--- src/rtl/mem_port_arbiter.sv ---
// Purpose  : round-robin arbiter/sequencer sharing one memory port between
//            instruction fetch (i_*), data read (dr_*) and data write (dw_*).
// Latency  : grant 1 cycle after request seen in IDLE; response 1 cycle after m_rvalid.
// Backpres.: requests stay pending until *_gnt; m_req is held until m_gnt;
//            REQ+WAIT is bounded by TIMEOUT cycles, then the requester gets *_err.
// Ports    : clk/rst (async active-high), three requester ports, the m_* memory
//            port and busy (state != IDLE). Every output comes from a register.
module mem_port_arbiter #(
    parameter int AW      = 32,
    parameter int DW      = 32,
    parameter int TIMEOUT = 255
) (
    input  logic            clk,
    input  logic            rst,
    // instruction fetch
    input  logic            i_req,
    input  logic [AW-1:0]   i_addr,
    output logic            i_gnt,
    output logic            i_rvalid,
    output logic [DW-1:0]   i_rdata,
    output logic            i_err,
    // data read
    input  logic            dr_req,
    input  logic [AW-1:0]   dr_addr,
    output logic            dr_gnt,
    output logic            dr_rvalid,
    output logic [DW-1:0]   dr_rdata,
    output logic            dr_err,
    // data write
    input  logic            dw_req,
    input  logic [AW-1:0]   dw_addr,
    input  logic [DW-1:0]   dw_wdata,
    input  logic [DW/8-1:0] dw_be,
    output logic            dw_gnt,
    output logic            dw_done,
    output logic            dw_err,
    // memory port
    output logic            m_req,
    output logic            m_we,
    output logic [AW-1:0]   m_addr,
    output logic [DW-1:0]   m_wdata,
    output logic [DW/8-1:0] m_be,
    input  logic            m_gnt,
    input  logic            m_rvalid,
    input  logic [DW-1:0]   m_rdata,
    output logic            busy
);

    localparam int BW = DW / 8;
    localparam int CW = $clog2(TIMEOUT + 1);
    localparam logic [CW-1:0] CNT_LAST = CW'(TIMEOUT - 1);

    localparam logic [1:0] S_IDLE = 2'd0;
    localparam logic [1:0] S_REQ  = 2'd1;
    localparam logic [1:0] S_WAIT = 2'd2;

    // requester index: 0 = fetch, 1 = data read, 2 = data write
    localparam logic [1:0] R_I  = 2'd0;
    localparam logic [1:0] R_DR = 2'd1;
    localparam logic [1:0] R_DW = 2'd2;

    logic [1:0]    state_q, state_d;
    logic [1:0]    last_q, last_d;
    logic [CW-1:0] cnt_q, cnt_d;
    logic          m_req_q, m_req_d;
    logic          m_we_q, m_we_d;
    logic [AW-1:0] m_addr_q, m_addr_d;
    logic [DW-1:0] m_wdata_q, m_wdata_d;
    logic [BW-1:0] m_be_q, m_be_d;
    logic [2:0]    gnt_q, gnt_d;
    logic [2:0]    resp_q, resp_d;
    logic [2:0]    err_q, err_d;
    logic [DW-1:0] rdata_q, rdata_d;

    logic [2:0]    req_vec;
    logic          win_vld;
    logic [1:0]    win;

    assign req_vec = {dw_req, dr_req, i_req};

    // Round-robin pick: scan starting at the requester after the last winner.
    always_comb begin
        logic [1:0] order [3];
        win_vld = 1'b0;
        win     = R_I;
        case (last_q)
            R_I:     begin order[0] = R_DR; order[1] = R_DW; order[2] = R_I;  end
            R_DR:    begin order[0] = R_DW; order[1] = R_I;  order[2] = R_DR; end
            default: begin order[0] = R_I;  order[1] = R_DR; order[2] = R_DW; end
        endcase
        for (int k = 0; k < 3; k++) begin
            if (!win_vld && req_vec[order[k]]) begin
                win_vld = 1'b1;
                win     = order[k];
            end
        end
    end

    always_comb begin
        logic finish;
        logic abort;
        state_d   = state_q;
        last_d    = last_q;
        cnt_d     = cnt_q;
        m_req_d   = m_req_q;
        m_we_d    = m_we_q;
        m_addr_d  = m_addr_q;
        m_wdata_d = m_wdata_q;
        m_be_d    = m_be_q;
        gnt_d     = '0;
        resp_d    = '0;
        err_d     = '0;
        rdata_d   = rdata_q;
        finish    = 1'b0;
        abort     = 1'b0;

        case (state_q)
            S_IDLE: begin
                // m_gnt/m_rvalid are ignored here, so late responses to an
                // aborted transaction never reach a requester.
                if (win_vld) begin
                    state_d      = S_REQ;
                    last_d       = win;
                    cnt_d        = '0;
                    m_req_d      = 1'b1;
                    gnt_d[win]   = 1'b1;
                    case (win)
                        R_I: begin
                            m_we_d    = 1'b0;
                            m_addr_d  = i_addr;
                            m_wdata_d = '0;
                            m_be_d    = '0;
                        end
                        R_DR: begin
                            m_we_d    = 1'b0;
                            m_addr_d  = dr_addr;
                            m_wdata_d = '0;
                            m_be_d    = '0;
                        end
                        default: begin
                            m_we_d    = 1'b1;
                            m_addr_d  = dw_addr;
                            m_wdata_d = dw_wdata;
                            m_be_d    = dw_be;
                        end
                    endcase
                end
            end
            // grant and response together complete straight out of REQ
            S_REQ:   finish = m_gnt & m_rvalid;
            S_WAIT:  finish = m_rvalid;
            default: state_d = S_IDLE;
        endcase

        if (state_q == S_REQ || state_q == S_WAIT) begin
            // a completion on the last allowed cycle wins over the timeout
            if (!finish && cnt_q == CNT_LAST) begin
                abort = 1'b1;
            end else if (!finish) begin
                cnt_d = cnt_q + CW'(1);
                if (state_q == S_REQ && m_gnt) begin
                    m_req_d = 1'b0;
                    state_d = S_WAIT;
                end
            end
        end

        if (finish || abort) begin
            state_d        = S_IDLE;
            m_req_d        = 1'b0;
            resp_d[last_q] = 1'b1;
            err_d[last_q]  = abort;
            if (last_q != R_DW) begin
                rdata_d = abort ? '0 : m_rdata;
            end
        end
    end

    always_ff @(posedge clk or posedge rst) begin
        if (rst) begin
            state_q   <= S_IDLE;
            last_q    <= R_DW;
            cnt_q     <= '0;
            m_req_q   <= 1'b0;
            m_we_q    <= 1'b0;
            m_addr_q  <= '0;
            m_wdata_q <= '0;
            m_be_q    <= '0;
            gnt_q     <= '0;
            resp_q    <= '0;
            err_q     <= '0;
            rdata_q   <= '0;
        end else begin
            state_q   <= state_d;
            last_q    <= last_d;
            cnt_q     <= cnt_d;
            m_req_q   <= m_req_d;
            m_we_q    <= m_we_d;
            m_addr_q  <= m_addr_d;
            m_wdata_q <= m_wdata_d;
            m_be_q    <= m_be_d;
            gnt_q     <= gnt_d;
            resp_q    <= resp_d;
            err_q     <= err_d;
            rdata_q   <= rdata_d;
        end
    end

    assign i_gnt     = gnt_q[0];
    assign dr_gnt    = gnt_q[1];
    assign dw_gnt    = gnt_q[2];
    assign i_rvalid  = resp_q[0];
    assign dr_rvalid = resp_q[1];
    assign dw_done   = resp_q[2];
    assign i_err     = err_q[0];
    assign dr_err    = err_q[1];
    assign dw_err    = err_q[2];
    assign i_rdata   = rdata_q;
    assign dr_rdata  = rdata_q;
    assign m_req     = m_req_q;
    assign m_we      = m_we_q;
    assign m_addr    = m_addr_q;
    assign m_wdata   = m_wdata_q;
    assign m_be      = m_be_q;
    assign busy      = (state_q != S_IDLE);

endmodule

--- config.mk ---
export PLATFORM = sky130hd
export DESIGN_NAME = mem_port_arbiter
export DESIGN_NICKNAME = d
export VERILOG_FILES = /design/src/rtl/mem_port_arbiter.sv
export SDC_FILE = /design/constraint.sdc
export NUM_CORES = 1
export LEC_CHECK = 0
export ABC_AREA = 1
export CAP_MARGIN = 20
export CORE_ASPECT_RATIO = 0.75
export CORE_MARGIN = 2
export CORE_UTILIZATION = 36
export DETAILED_ROUTE_END_ITERATION = 10
export HOLD_SLACK_MARGIN = 0.08
export MAX_ROUTING_LAYER = met4
export PLACE_DENSITY_LB_ADDON = 0.3
export SKIP_CTS_REPAIR_TIMING = 1
export SLEW_MARGIN = 20
export SYNTH_ARGS = -nofsm -noshare
export SYNTH_HDL_FRONTEND = slang
export SYNTH_SLANG_ARGS = --single-unit
--- constraint.sdc ---
create_clock -name clk -period 3.8 [get_ports clk]
set_clock_uncertainty 0.1 [all_clocks]
set_input_delay 0.38 -clock clk [delete_from_list [all_inputs] [get_ports clk]]
set_output_delay 0.38 -clock clk [all_outputs]
set_load 0.005 [all_outputs]
### After elaboration in Yosys (flattened, before gate mapping)

Index checks and enable logic that the tools add are counted.

* add/sub/neg operators: 1
* order comparisons: 7
* equal/unequal tests: 6
* muxes and demuxes: 48
* bitwise logic cells: 2
* reduce and logical (&&, ||, !) cells: 19

Operators by type and width (number)
* $mux 32: 2
* $pmux 32 s2: 1
* $mux 8: 5
* $mux 1: 18
* $mux 2: 9
* $lt 2x3->1 const B: 5
* $mux 3: 4
* $pmux 6 s2: 1
* $add 8x1->8 const B: 1
* $eq 8x8->1 const B: 1
* $bmux 1 s2: 3
* $eq 2x1->1 const B: 3
* $logic_and 1x1->1: 6
* $logic_not 2->1: 3
* $demux 1 s2: 2
* $ge 2x1->1 const B: 2
* $mux 4: 1
* $pmux 2 s2: 1
* $reduce_and 2->1: 2
* $reduce_or 2->1: 2
* $and 3x3->3: 1
* $logic_not 1->1: 3
* $eq 2x2->1 const B: 1
* $logic_or 1x1->1: 2
* other kinds (4): 4

* register bits: 123
* bits of input ports: 171
* logic and storage cells: 95

### Depth between registers and ports, before layout

Gate-level depths: netlist (run 1).

* word-level depth: 18
* depth in mapped cells: 13
* gate-level depth less buffers: 12

### Worst setup path after synthesis (run 1)

Ideal clock, no wire load.

* kind: reg-to-reg
* from: register last_q[1]
* to: register m_addr_q[1] (netlist: m_addr[1])
* data arrival time: 1.682 ns
* data required time: 3.583 ns
* slack: 1.901 ns
* cell stages (with the launch flop): 14
* path buffers: 2
* path through: dfstp_2 buf_4 inv_2 nand3_1 nand2_2 nor2_4 nand4_2 nand2_4 inv_6 nand2_8 buf_8 nor2_2 nor2_1 nor2_1

* longest elaborated chain between the ends: 13

Ends and longest elaborated chain
* from (decl): line 63 `logic [1:0] last_q, last_d;`
* from (signal assigned): line 195 `last_q <= last_d;`
* $eq 2x1->1 or $logic_not 2->1 (tied branches): line 86 `case (last_q)`
* $pmux 6 s2 *: line 86
* $bmux 1 s2: line 92 `if (!win_vld && req_vec[order[k]]) begin`
* $mux 1 (implied by the code): line 92
* $mux 1: line 92
* $logic_not 1->1: line 92
* $logic_and 1x1->1: line 92
* $mux 1: line 92
* $logic_not 1->1: line 92
* $logic_and 1x1->1: line 92
* $mux 2: line 92
* $eq 2x1->1 or $logic_not 2->1 (tied branches): line 127 `case (win)`
* $pmux 32 s2: line 127
* to (signal assigned): line 199 `m_addr_q <= m_addr_d;`
* to (decl): line 67 `logic [AW-1:0] m_addr_q, m_addr_d;`

Mark *: on every way between the ends. The rest lies on a longest branch, timed or not. The select of a mux whose other input is x is not followed.
A chain may end at the register's enable or synchronous reset.

### Worst setup path after layout (run 1)

* from: register last_q[1]
* to: register cnt_q[5]

* longest elaborated chain between the ends: 16

Ends and longest elaborated chain
* $eq 2x1->1 or $logic_not 2->1 (tied branches): line 86
* $pmux 6 s2 *: line 86
* $bmux 1 s2: line 92
* $mux 1 (implied by the code): line 92
* $mux 1: line 92
* $logic_not 1->1: line 92
* $logic_and 1x1->1: line 92
* $mux 1: line 92
* $logic_not 1->1: line 92
* $logic_and 1x1->1: line 92
* $mux 1 *: line 92
* $mux 8 *: line 121 `if (win_vld) begin`
* $mux 8 *: line 117 `case (state_q)`
* $mux 8: line 159 `end else if (!finish) begin`
* $mux 8: line 157 `if (!finish && cnt_q == CNT_LAST) begin`
* $mux 8 *: line 155 `if (state_q == S_REQ || state_q == S_WAIT) begin`
* via cnt_d[5]: line 64 `logic [CW-1:0] cnt_q, cnt_d;`
* to (signal assigned): line 196 `cnt_q <= cnt_d;`
* to (decl): line 64

The timed path passes the listed nets; every way through them passes the cells marked *. The select of a mux whose other input is x is not followed.

==> impl_metrics.yaml, run 1 <==
logic_synthesis:
  ys_warn_count: 0
  yosysMostFrequentCell: "nand2_1"
  yosysTopAreaCell: "dfrtp_1"
  synth-seq-cells: 123
  synthesis.area_um2: 6030
  synth.distinct_cells: 40
  synthTopCellsByArea: "dfrtp_1, nand2_1, a22o_1"
  synth_top_area_share_pct: 50.6
  ys_seq_area_share_pct: 51.0
  synth_nets: 861
  avgSynthCellArea_um2: 8.82
  synthTopCellsByCount: "nand2_1, dfrtp_1, nor2_1"
  synthCells: 684
  synth_ff_type: "dfrtp_1"
  synth_edf_count: 0
  async_reset_ff_share_pct: 100
min_path:
  hp-class: "in -> async"
timing:
  hold_ws_ns: 0.260
  fin_tns_setup_ns: 0
  worst_pin_slew_ns: 0.847
  grt_setup_unrepaired: "false"
  finalCritPeriodShare_pct: 66.1
  min_period_ns: 2.51
  drv_slew: 0
  hold_viol: 0
  final.setup.worst_slack_ns: 1.29
  slew_headroom_pct: 43.6
  setup_viol: 0
  clock.fmax_mhz: 398
layout:
  n_antenna_cell: 0
  seq_area_um2: 3080
  final_cell_count_no_fill: 1181
  utilization_pct: 59.6
  area_growth_pct: 60.1
  nNetsFinal: 1135
  multiInputGateArea_um2: 2270
  layout-drive-gt1-share_pct: 7.83
  num-fill-cells: 1417
  final_cell_area_um2: 9660
detailed_routing:
  dr.pass1.iters: 4
  wl_per_cell_um: 15.1
  wirelength_um: 17900
  route.met2.wl_um: 8670
  highest_layer: "met4"
  postRouteAntennaNets: 0
  wl_met1_um: 7650
  drtIter0Drc: 300
  met3WireLength_um: 1280
  via_per_inst: 4.69
  num_vias: 5541
  drcViolationCount: 0
power_and_ir_drop:
  pwr_density_cell_nw_per_um2: 779
  totalPowerFinal_mw: 7.53
  vdd_drop_max_uv: 396
  leakagePower_nw: 4.43
place:
  dp_hpwl_um: 13100
  globalplace.congestion: 0.843
  port-buffer-count: 314
  placed_cells: 1149
  pre_cts_ws_ns: 1.11
  placement.cell_area_um2: 9040
clock_network:
  cts_tree: "yes"
  clock_latency_ns: 0.40
  clockRootBuffer: "clkbuf_16"
  cts_buffer_depth: 2
  cts.sinks: 123
  htreeDepth: 4
  clkSlewWorstSetupHoldPaths_ns: 0.06
  cts_made_buffers: 17
global_route:
  grt_pass1_wl_um: 27900
  grt_start_max_net_pins: 65
  grt_pass1_vias: 5371
  grt_antenna_before_repair: 0
  grt_overflow: 0
  track_usage_pct: 20.3
floorplanning:
  die_w_um: 154
  initial_core_util_pct: 37.2
  core_um2: 16200
  fp.dieH_um: 116
  die-area_um2: 17800
  io_pins: 315
  rows: 40
critical_path:
  worstPathRequired_ns: 4.02
  worstSetupEndpointType: "flop"
  cp.buffers_inverters: 3
  crit_slowest_cell: "dfstp_2"
  worst-setup-path-type: "reg -> reg"
  path_cells: "inv_2 -> nand3_1 -> nand2_2 -> nor2_4 -> nand3b_1 -> nand2_2 -> buf_4 -> nor2_1 -> inv_1 -> o21ai_0 -> a21oi_1"
  reg2reg_to: "cnt_q[5]"
  crit_family: "buffers and inverters"
  cp_common_cell: "nand2_2"
  cp-start-kind: "flop"
  worstPathArrival_ns: 2.74
  path_max_fanout: 57
  slowest_delay_ns: 0.66
  r2r_cells: 11
  regToRegSetupSlack_ns: 1.29
  cp_num_cells: 11
  rr_startpoint: "last_q[1]"
flow_run:
  drv_cap: 0
status:
  status: "completed"
-- layout by cell type (no fill, tap or decap), drive strengths merged --
cell type	count
o21ai	41
a22o	36
dfrtp	122
nor3	2
nor2	81
bufinv	3
nor4	1
o211ai	1
clkinvlp	2
a211oi	1
clkbuf	18
buf	6
clkinv	4
dfstp	1
ha	6
or2	16
nand3	66
nand4	3
inv	63
nand3b	1
nor3b	2
nand2	159
a21oi	20
clkdlybuf4s50	314
o21bai	2
-- routing by layer --
layer / up-vias / GRT usage [%]
li1: 2732 / -
met1: 2592 / 25.0
met2: 198 / 33.4
met3: 19 / 5.42
met4: 0 / 5.75
met5: - / -
-- worst max path at each step --
stage                          from         end  slack [ns]
after floorplan                 rst    cnt_q[0]        0.05
after global placement       dw_req   m_addr[4]        1.14
after detailed placement     dw_req  m_addr[12]        1.11
after CTS                 last_q[1]    cnt_q[5]        1.28
after global routing      last_q[1]    cnt_q[5]        0.96
final                     last_q[1]    cnt_q[5]        1.29
-- state kept, by name, summed over array words and instances (netlist names) --
signal / flops
m_be: 4
m_wdata: 32
dr_rdata: 32
m_req: 1
cnt_q: 8
gnt_q: 3
m_addr: 32
resp_q: 3
state_q: 2
m_we: 1
last_q: 2
err_q: 3
-- cell type report --
type,instances,share of cell area (%)
well taps,210,2.72
clock buffers,18,4.54
repair buffers,320,33.1
flip-flops and latches,123,31.9
inverters,58,2.36
clock inverters,14,1.92
multi-input cells,438,23.5
-- power breakdown --
group	total (mW)	switching, mW	leakage [nW]	internal [mW]
logic	3.59	1.68	2.58	1.91
clock network	1.70	0.632	0.301	1.07
registers	2.24	0.367	1.55	1.87
total	7.53	2.68	4.43	4.85
-- cells by family (layout without fill, tap and decap cells) --
kind of cell	count (synthesis)	in the layout	synth area share (%)
buffers and inverters	123	410	11.4
flip-flops	123	123	51.0
AND/OR/NAND/NOR	331	331	25.5
adder cells (fa/ha/maj)	6	6	1.24
AO/OA/AOI/OAI	101	101	10.9
(Power assumes the default switching activity.)
==> run 2, diff against run 1 <==
==> constraint.sdc (replaced) <==
create_clock -name clk -period 2.1 [get_ports clk]
set_clock_uncertainty 0.1 [all_clocks]
set_input_delay 0.21 -clock clk [delete_from_list [all_inputs] [get_ports clk]]
set_output_delay 0.21 -clock clk [all_outputs]
set_load 0.005 [all_outputs]
==> impl_metrics.yaml, run 2 (synthesis gave the netlist of run 1 again) <==
status:
  status: "completed"
global_route:
  track_usage_pct: 20.9
  grt_pass1_wl_um: 28300
  grt_overflow: 0
  grt_start_max_net_pins: 65
  grt_pass1_vias: 5306
  grt_antenna_before_repair: 0
floorplanning:
  fp.dieH_um: 116
  initial_core_util_pct: 37.2
  core_um2: 16200
  io_pins: 315
  die-area_um2: 17800
  die_w_um: 154
  rows: 40
detailed_routing:
  wirelength_um: 18800
  num_vias: 5643
  drcViolationCount: 0
  via_per_inst: 4.64
  drtIter0Drc: 304
  dr.pass1.iters: 4
  postRouteAntennaNets: 0
  wl_per_cell_um: 15.5
clock_network:
  clock_latency_ns: 0.41
  cts.sinks: 123
  clockRootBuffer: "clkbuf_16"
  cts_tree: "yes"
  htreeDepth: 4
  cts_made_buffers: 17
  clkSlewWorstSetupHoldPaths_ns: 0.06
  cts_buffer_depth: 2
timing:
  slew_headroom_pct: 77.4
  hold_viol: 0
  worst_pin_slew_ns: 0.339
  drv_slew: 0
  fin_tns_setup_ns: 0
  finalCritPeriodShare_pct: 96.0
  min_period_ns: 2.02
  clock.fmax_mhz: 496
  grt_setup_unrepaired: "true"
  setup_viol: 0
  hold_ws_ns: 0.258
critical_path:
  cp-start-kind: "flop"
  r2r_cells: 10
  worstPathArrival_ns: 1.71
  worst-setup-path-type: "reg -> out"
  worstSetupEndpointType: "output port"
  path_max_fanout: 3
  worstPathRequired_ns: 1.79
layout:
  area_growth_pct: 67.0
  n_antenna_cell: 0
  layout-drive-gt1-share_pct: 12.0
  nNetsFinal: 1170
  final_cell_count_no_fill: 1216
  final_cell_mix: "clkdlybuf4s50_1, nand2_1, dfrtp_1"
  final_common_cell: "clkdlybuf4s50_1"
place:
  placed_cells: 1166
  globalplace.congestion: 0.913
  dp_hpwl_um: 13500
  port-buffer-count: 314
min_path:
  whs_path_depth: 3
  hp-class: "in -> reg"
power_and_ir_drop:
  pwr_density_cell_nw_per_um2: 1420
  totalPowerFinal_mw: 14.3
  vdd_drop_max_uv: 721
  leakagePower_nw: 4.61
flow_run:
  drv_cap: 0
run 2: changes by cell type in the layout (fill, tap and decap cells not counted), sizes merged:
| cell | change |
|---|---|
| nand2 | +1 |
| clkinvlp | +2 |
| bufinv | -1 |
| nor2 | +1 |
| clkbuf | -1 |
| buf | +31 |
| inv | -3 |
| dlygate4sd3 | +1 |
| clkinv | +4 |
run 2: through the flow:
stage	worst slack, ns	instance area [um^2]	util [%]
CTS	-0.0967	9830	60.6
finish	0.0836	10100	62.1
floorplan	0.201	6040	-
global route	-0.0317	10100	62.1
detailed placement	-0.0587	9240	57.0
global placement	0.00680	9240	57.0
run 2: per-layer routing:
| layer | global-route usage [%] | vias up | routed length (um) |
|---|---|---|---|
| met5 | - | - | 0 |
| met4 | 6.61 | 0 | 251 |
| met3 | 5.19 | 19 | 1160 |
| met2 | 33.2 | 226 | 9290 |
| met1 | 26.6 | 2595 | 8100 |
| li1 | - | 2803 | - |
run 2: worst paths after layout:
path	from	to	slack (ns)
max reg2reg	last_q[1]	m_addr[18]	0.09
min in group asynchronous	rst	dr_rdata[10]	0.53
max	state_q[0]	busy	0.08
min reg2reg	cnt_q[7]	cnt_q[7]	0.36
min	m_rdata[17]	dr_rdata[17]	0.26
max in group asynchronous	rst	last_q[1]	0.73
run 2: critical path, stage by stage, from the launching register on:
cell and delay, ns:
dfrtp_1 0.38, inv_1 0.12, ha_4 0.21, inv_2 0.08, clkdlybuf4s50_1 0.50
run 2: layout make-up:
class / instances / area [um^2]
sequential: 123 / 3080
tap: 210 / 263
clock inverter: 15 / 166
timing repair buffer: 352 / 3530
clock buffer: 17 / 425
fill: 1382 / 6140
multi-input combinational: 440 / 2360
inverter: 58 / 249
timing repair inverter: 1 / 8.76
run 2: report_power, final:
part           switching (mW)  leakage [nW]  total [mW]  internal [mW]
sequential              0.656          1.55        4.04           3.39
clock                    1.14         0.281        2.90           1.76
combinational            3.33          2.79        7.32           3.99
total                    5.13          4.61        14.3           9.14
